==> config.mk <==
export PLATFORM = sky130hd
export DESIGN_NAME = fetch_stage
export DESIGN_NICKNAME = d
export VERILOG_FILES = /design/src/rtl/fetch_stage.sv
export SDC_FILE = /design/constraint.sdc
export NUM_CORES = 1
export LEC_CHECK = 0
export BUFFER_PORTS_ARGS = -buffer_cell sky130_fd_sc_hd__clkbuf_2
export CORE_UTILIZATION = 51
export DETAILED_ROUTE_END_ITERATION = 10
export GPL_TIMING_DRIVEN = 0
export PLACE_DENSITY_LB_ADDON = 0.25
export REMOVE_ABC_BUFFERS = 1
export SYNTH_ARGS = -nofsm -noshare
export SYNTH_HDL_FRONTEND = slang
export SYNTH_SLANG_ARGS = --single-unit
export TNS_END_PERCENT = 100
==> constraint.sdc <==
create_clock -name clk -period 7.55 [get_ports clk]
set_input_delay 0.3775 -clock clk [delete_from_list [all_inputs] [get_ports clk]]
set_output_delay 0.3775 -clock clk [all_outputs]
set_load 0.1 [all_outputs]
==> src/rtl/fetch_stage.sv <==
// -----------------------------------------------------------------------------
// fetch_stage
//
// Instruction-fetch stage that sits directly upstream of an asynchronous
// (combinational-read) instruction ROM. The stage owns the program counter,
// drives the ROM word index from it, and captures the returned instruction
// word into the IF/ID pipeline register. It also applies the decode-stage
// stall and the execute-stage redirect, inserting a bubble where needed.
//
// Parameters
//   RESET_PC    byte address loaded into the PC on reset
//   IMEM_AW     word-address width of the instruction ROM
//   NOP_INSTR   bubble instruction placed in IF/ID when it is invalid
//
// Ports
//   clk          in   rising-edge clock
//   rst          in   synchronous, active-high reset
//   stall        in   hold PC and IF/ID (load-use hazard from decode)
//   redirect     in   branch taken / jump: load PC, squash IF/ID
//   redirect_pc  in   byte-address redirect target (bits [1:0] ignored)
//   imem_addr    out  ROM word index, combinational from pc only
//   imem_data    in   instruction word returned combinationally by the ROM
//   pc           out  current fetch PC (byte address, registered)
//   if_id_pc     out  PC of the instruction held in IF/ID
//   if_id_instr  out  instruction held in IF/ID
//   if_id_valid  out  IF/ID holds a real instruction
//   fetch_count  out  instructions accepted into IF/ID since reset
// -----------------------------------------------------------------------------
module fetch_stage #(
  parameter logic [31:0] RESET_PC  = 32'h0000_0000,
  parameter int          IMEM_AW   = 10,
  parameter logic [31:0] NOP_INSTR = 32'h0000_0013
) (
  input  logic        clk,
  input  logic        rst,
  input  logic        stall,
  input  logic        redirect,
  input  logic [31:0] redirect_pc,
  output logic [31:0] imem_addr,
  input  logic [31:0] imem_data,
  output logic [31:0] pc,
  output logic [31:0] if_id_pc,
  output logic [31:0] if_id_instr,
  output logic        if_id_valid,
  output logic [31:0] fetch_count
);

  // What the stage does at the next rising edge, already resolved by priority.
  typedef enum logic [1:0] {
    ACT_RESET,
    ACT_REDIRECT,
    ACT_STALL,
    ACT_ADVANCE
  } action_e;

  action_e     action;

  logic [31:0] pc_next;
  logic [31:0] if_id_pc_next;
  logic [31:0] if_id_instr_next;
  logic        if_id_valid_next;
  logic [31:0] fetch_count_next;

  // Word index into the ROM. Only pc[IMEM_AW+1:2] is used, so the index is
  // always in range and the address space simply aliases every 4*2^IMEM_AW
  // bytes. Driven from the registered pc only, so stall/redirect never reach
  // the ROM address combinationally.
  assign imem_addr = {{(32 - IMEM_AW){1'b0}}, pc[IMEM_AW+1:2]};

  // Priority: rst > redirect > stall > advance.
  always_comb begin
    if (rst) begin
      action = ACT_RESET;
    end else if (redirect) begin
      action = ACT_REDIRECT;
    end else if (stall) begin
      action = ACT_STALL;
    end else begin
      action = ACT_ADVANCE;
    end
  end

  // Next-state computation for the PC and the IF/ID register.
  always_comb begin
    // NOTE: every signal gets a hold default before the case so that no path
    // leaves it unassigned; otherwise synthesis would infer a latch.
    pc_next          = pc;
    if_id_pc_next    = if_id_pc;
    if_id_instr_next = if_id_instr;
    if_id_valid_next = if_id_valid;
    fetch_count_next = fetch_count;

    unique case (action)
      ACT_RESET: begin
        pc_next          = RESET_PC;
        if_id_pc_next    = 32'h0000_0000;
        if_id_instr_next = NOP_INSTR;
        if_id_valid_next = 1'b0;
        fetch_count_next = 32'h0000_0000;
      end

      ACT_REDIRECT: begin
        // Target is forced word-aligned. The instruction currently in IF/ID
        // (stalled or not) is on the wrong path, so it becomes a bubble.
        pc_next          = redirect_pc & ~32'h0000_0003;
        if_id_pc_next    = 32'h0000_0000;
        if_id_instr_next = NOP_INSTR;
        if_id_valid_next = 1'b0;
      end

      ACT_STALL: begin
        // Everything holds, including a bubble already sitting in IF/ID.
      end

      ACT_ADVANCE: begin
        // The increments wrap modulo 2^32 by construction of the width.
        pc_next          = pc + 32'd4;
        if_id_pc_next    = pc;
        if_id_instr_next = imem_data;
        if_id_valid_next = 1'b1;
        fetch_count_next = fetch_count + 32'd1;
      end

      default: begin
        // Unreachable; hold defaults above apply.
      end
    endcase
  end

  // State registers. Reset is synchronous: it is already folded into the
  // next-state logic as the highest-priority action.
  always_ff @(posedge clk) begin
    // NOTE: sequential state uses non-blocking assignments so every register
    // samples the pre-edge values regardless of statement order.
    pc          <= pc_next;
    if_id_pc    <= if_id_pc_next;
    if_id_instr <= if_id_instr_next;
    if_id_valid <= if_id_valid_next;
    fetch_count <= fetch_count_next;
  end

endmodule

==> summary.txt <==
Worst setup path
  • Critical path class: in -> reg
  • Worst path required time: 7.82 ns
  • Kind of end point of the critical path: flop
  • Family with the most delay on the worst path: buffers and inverters
  • Register-to-Register Setup Slack: approximately 5.2 ns
  • Number of cells traversed by the worst register-to-register path: 4
  • Critical Path AT: 2.70 ns
  • Chain of cells forming the critical path: clkbuf_2 -> inv_1 -> a21o_1 -> inv_1 -> ha_2 -> buf_12 -> inv_2 -> or4_1 -> nand3_1
  • Critical path fanouts, max: 52
  • Crit-path max cell delay: roughly 0.63 ns
  • Kind of start point of the critical path: input pin
  • Cell with the largest stage delay on the worst path: sky130_fd_sc_hd__or4_1
  • Origin of the critical flop-to-flop path: pc[5]$_SDFFCE_PN0P_
  • Critical path's most frequent cell: sky130_fd_sc_hd__inv_1
  • Endpoint of the worst-slack reg-to-reg timing path: pc[31]$_SDFFCE_PN0P_
  • WP buf/inv: 5

Floorplan
  • Die Wd: ~110 um
  • Standard-cell row count: 40
  • Total Die Area: about 13000 um2
  • Total core area: roughly 12000 um2
  • Initial standard-cell utilization of the core: around 52%
  • I/O pin count: between 200 and 250
  • Floorplan die height: between 100 and 150 um

Global route
  • Largest net degree at the start of global routing: 53
  • Wire length of the first global-routing pass: about 22000 um
  • Number of antenna violations at the first check in global routing: 0
  • Grt total ovfl: 0
  • Via count of the first global-routing pass: 4281
  • Overall fraction of global-route tracks in use: roughly 22%

Synth
  • Most used DFF post-synth: sky130_fd_sc_hd__edfxtp_1
  • Per-instance average area after synthesis: about 12 um2
  • Simple-gate share of the synthesized area: between 20% and 30%
  • Multiplexer share of the synthesized area: less than 1%
  • Number of synthesis warnings: 0
  • Async set or reset register ratio after synthesis: 0%
  • Adder and majority cell fraction of the synthesized area: less than 1%
  • Sequential fraction of the synthesis area: between 50% and 60%
  • Syn Std Cell Area: roughly 6300 um2
  • Area contributors post-synth: sky130_fd_sc_hd__edfxtp_1, sky130_fd_sc_hd__and2_1, sky130_fd_sc_hd__buf_4
  • Fraction of the mapped netlist area in compound gates: between 6 and 7%
  • Post-synth EDFFs: around 130
  • Number of distinct standard cells referenced by the synthesized netlist: 39
  • Count of state elements after synthesis: about 130
  • Number of standard cells after synthesis: approximately 530
  • Fraction of synthesized cell area taken by the top area cell type: 59.6%
  • Post-synth top area cell: sky130_fd_sc_hd__edfxtp_1
  • Xor-xnor portion of the synthesized cell area: 3.06%
  • Dominant combinational cell family by area after synthesis: simple AND/OR/NAND/NOR gates

Clock tree
  • Buffers inserted by post-CTS timing repair: 0
  • Clock slew seen by the registers of the worst setup and hold paths: approximately 0.050 ns
  • H-Tree Level Count: 4
  • Clk Latency, worst-skew pair: 0.41 ns
  • Num Clock Sinks: 125
  • Resized Gates After CTS: 0
  • Bufs on Longest Clock Path: 2
  • Root buffer selected by CTS: sky130_fd_sc_hd__clkbuf_16
  • # hold bufs at CTS: 0
  • TritonCTS clock tree: built
  • Number of buffers created by CTS: 17

Cells and area
  • Utilization of the core after routing: ~65%
  • Antenna diode count: 0
  • Share of layout cells above drive strength 1: 32.7%
  • Post-route cell area: ~7800 um2
  • Number of nets at the end of the flow: around 790
  • Commonest cells after routing, fill and taps aside: sky130_fd_sc_hd__clkbuf_2, sky130_fd_sc_hd__edfxtp_1, sky130_fd_sc_hd__and2_1
  • Layout-stage area growth over the synthesis result: 23.2%
  • Most common library cell in the layout ignoring fill and taps: sky130_fd_sc_hd__clkbuf_2

Timing
  • Final count of hold timing violations: 0
  • Final-layout worst hold slack: 0.237 ns
  • Final-layout setup total negative slack: 0 ns
  • Max-slew violations: 0
  • Setup-failing EPs final: 0
  • Final critical-path required period: 2.42 ns
  • Crit share post-route: 32.1%
  • Setup repair after global routing missed its margin: no
  • Top achievable clock speed: 413 MHz
  • Worst clock skew: between 0.004 and 0.005 ns
  • Smallest setup slack after layout: between 5 and 6 ns
  • Max-slew headroom: between 10% and 20%
  • Slew at the pin closest to its max-slew limit: around 1.3 ns

Route
  • Sum of routed wire segments on met1: about 6000 um
  • Post-DR vias/cell: between 5 and 6
  • Detail-routed net length per standard cell: roughly 16 um
  • 1st-pass router iterations: 5
  • Amount of wire on met2 after detailed routing: ~6800 um
  • Met3 WL post-DR: roughly 1100 um
  • Via count: between 4000 and 5000
  • Final wirelength: 14100 um
  • Number of routed nets with antenna violations: 0
  • Detailed router's first-iteration violation count: between 300 and 400
  • Uppermost layer routed: met4
  • # DRC: 0

Outcome
  • Result of the run: finished, final reports clean

Power
  • Clock network fraction of total power: 32.8%
  • Switching share of power: about two fifths
  • Leakage power figure: between 0.003 and 0.004 uW
  • Reported net switching power: approximately 860 uW
  • Portion of total power attributed to sequential cells: 39.9%
  • Worst ir drop on vdd: about 0.21 mV
  • Pwr dens: ~280 nW/um2
  • Cell internal power dissipation: around 1300 uW
  • Power share of the combinational group: a little over a quarter

Worst hold path
  • Hold crit path type: in -> reg
  • Worst Hold Endpoint: if_id_instr[1]$_SDFFCE_PN1P_
  • Startpoint of the worst hold path: imem_data[1]
  • Number of cells traversed by the worst hold path: 2

Job
  • Max-cap violations: 0

Placed design
  • Routability congestion estimate: roughly 0.83
  • Dpl cell area: 7240 um2
  • Setup slack at placement: ~4.6 ns
  • Count of buffers from port buffering: 200
  • Post-detailed-placement half-perimeter wirelength: 9480 um
power groups by stage:
stage	clock network, uW	logic [uW]	registers [uW]
2_1_floorplan	0	107	1280
3_3_place_gp	0	596	886
3_5_place_dp	0	601	888
4_1_cts	730	602	874
5_1_grt	764	616	882
6_report	719	600	875
metal layers:
layer,up-vias,global-route usage [%]
li1,2270,-
met1,2261,27.5
met2,192,36.5
met3,9,6.32
met4,0,8.42
met5,-,0
per-stage QoR:
stage                     instances  total power, uW
after global routing            874             2260
after detailed placement        843             1490
after CTS                       874             2210
final                           874             2190
after global placement          840             1480
after floorplan                 493             1390
Yosys cell counts, drive strengths merged, types with 6 or more instances:
cell type / number
edfxtp: 125
and2: 62
buf: 48
nand2: 48
nand3: 30
o21ai: 27
clkbuf: 18
nor2: 17
xor2: 17
and4: 16
nand4: 16
nand2b: 13
a21oi: 12
or4: 12
inv: 9
nor3: 8
o31ai: 8
a221o: 6
mux2i: 6
or3: 6
worst max path at each step:
stage          startpoint                   end  cells past startpoint
6_report         redirect  pc[13]$_SDFFCE_PN0P_                      9
4_1_cts          redirect  pc[13]$_SDFFCE_PN0P_                      9
3_3_place_gp     redirect  pc[25]$_SDFFCE_PN0P_                      8
2_1_floorplan    redirect  pc[17]$_SDFFCE_PN0P_                      7
3_5_place_dp     redirect  pc[13]$_SDFFCE_PN0P_                      9
5_1_grt          redirect  pc[13]$_SDFFCE_PN0P_                      9
worst reg2reg max path, stage by stage, from the launching register on:
cell and delay, ns:
sky130_fd_sc_hd__edfxtp_1 0.47, sky130_fd_sc_hd__and4_1 0.48, sky130_fd_sc_hd__nand4_1 0.50, sky130_fd_sc_hd__or4_1 0.63, sky130_fd_sc_hd__nand3_1 0.10
state kept, by name (all words and copies together), names as in the netlist:
register	count
if_id_instr	32
fetch_count	32
if_id_valid	1
pc	30
if_id_pc	30
logic make-up (layout without fill, tap and decap cells):
kind of cell,count (synthesis),in the layout
buffers and inverters,75,243
adders and majority gates,4,4
and+or+nand+nor,238,238
DFF,125,125
muxes,6,6
xor gates and xnor gates,22,22
AOI/OAI and AO/OA,63,63
other,1,26
area by class of cell:
| type | count | area, um2 |
|---|---|---|
| clock buffer | 20 | 437 |
| timing repair buffer | 203 | 1060 |
| inverter | 9 | 36.3 |
| tap | 147 | 184 |
| sequential | 125 | 3750 |
| fill | 939 | 4260 |
| multi-input combinational | 359 | 2200 |
| clock inverter | 11 | 77.6 |
Note: power is estimated with default switching activity, not from simulation.
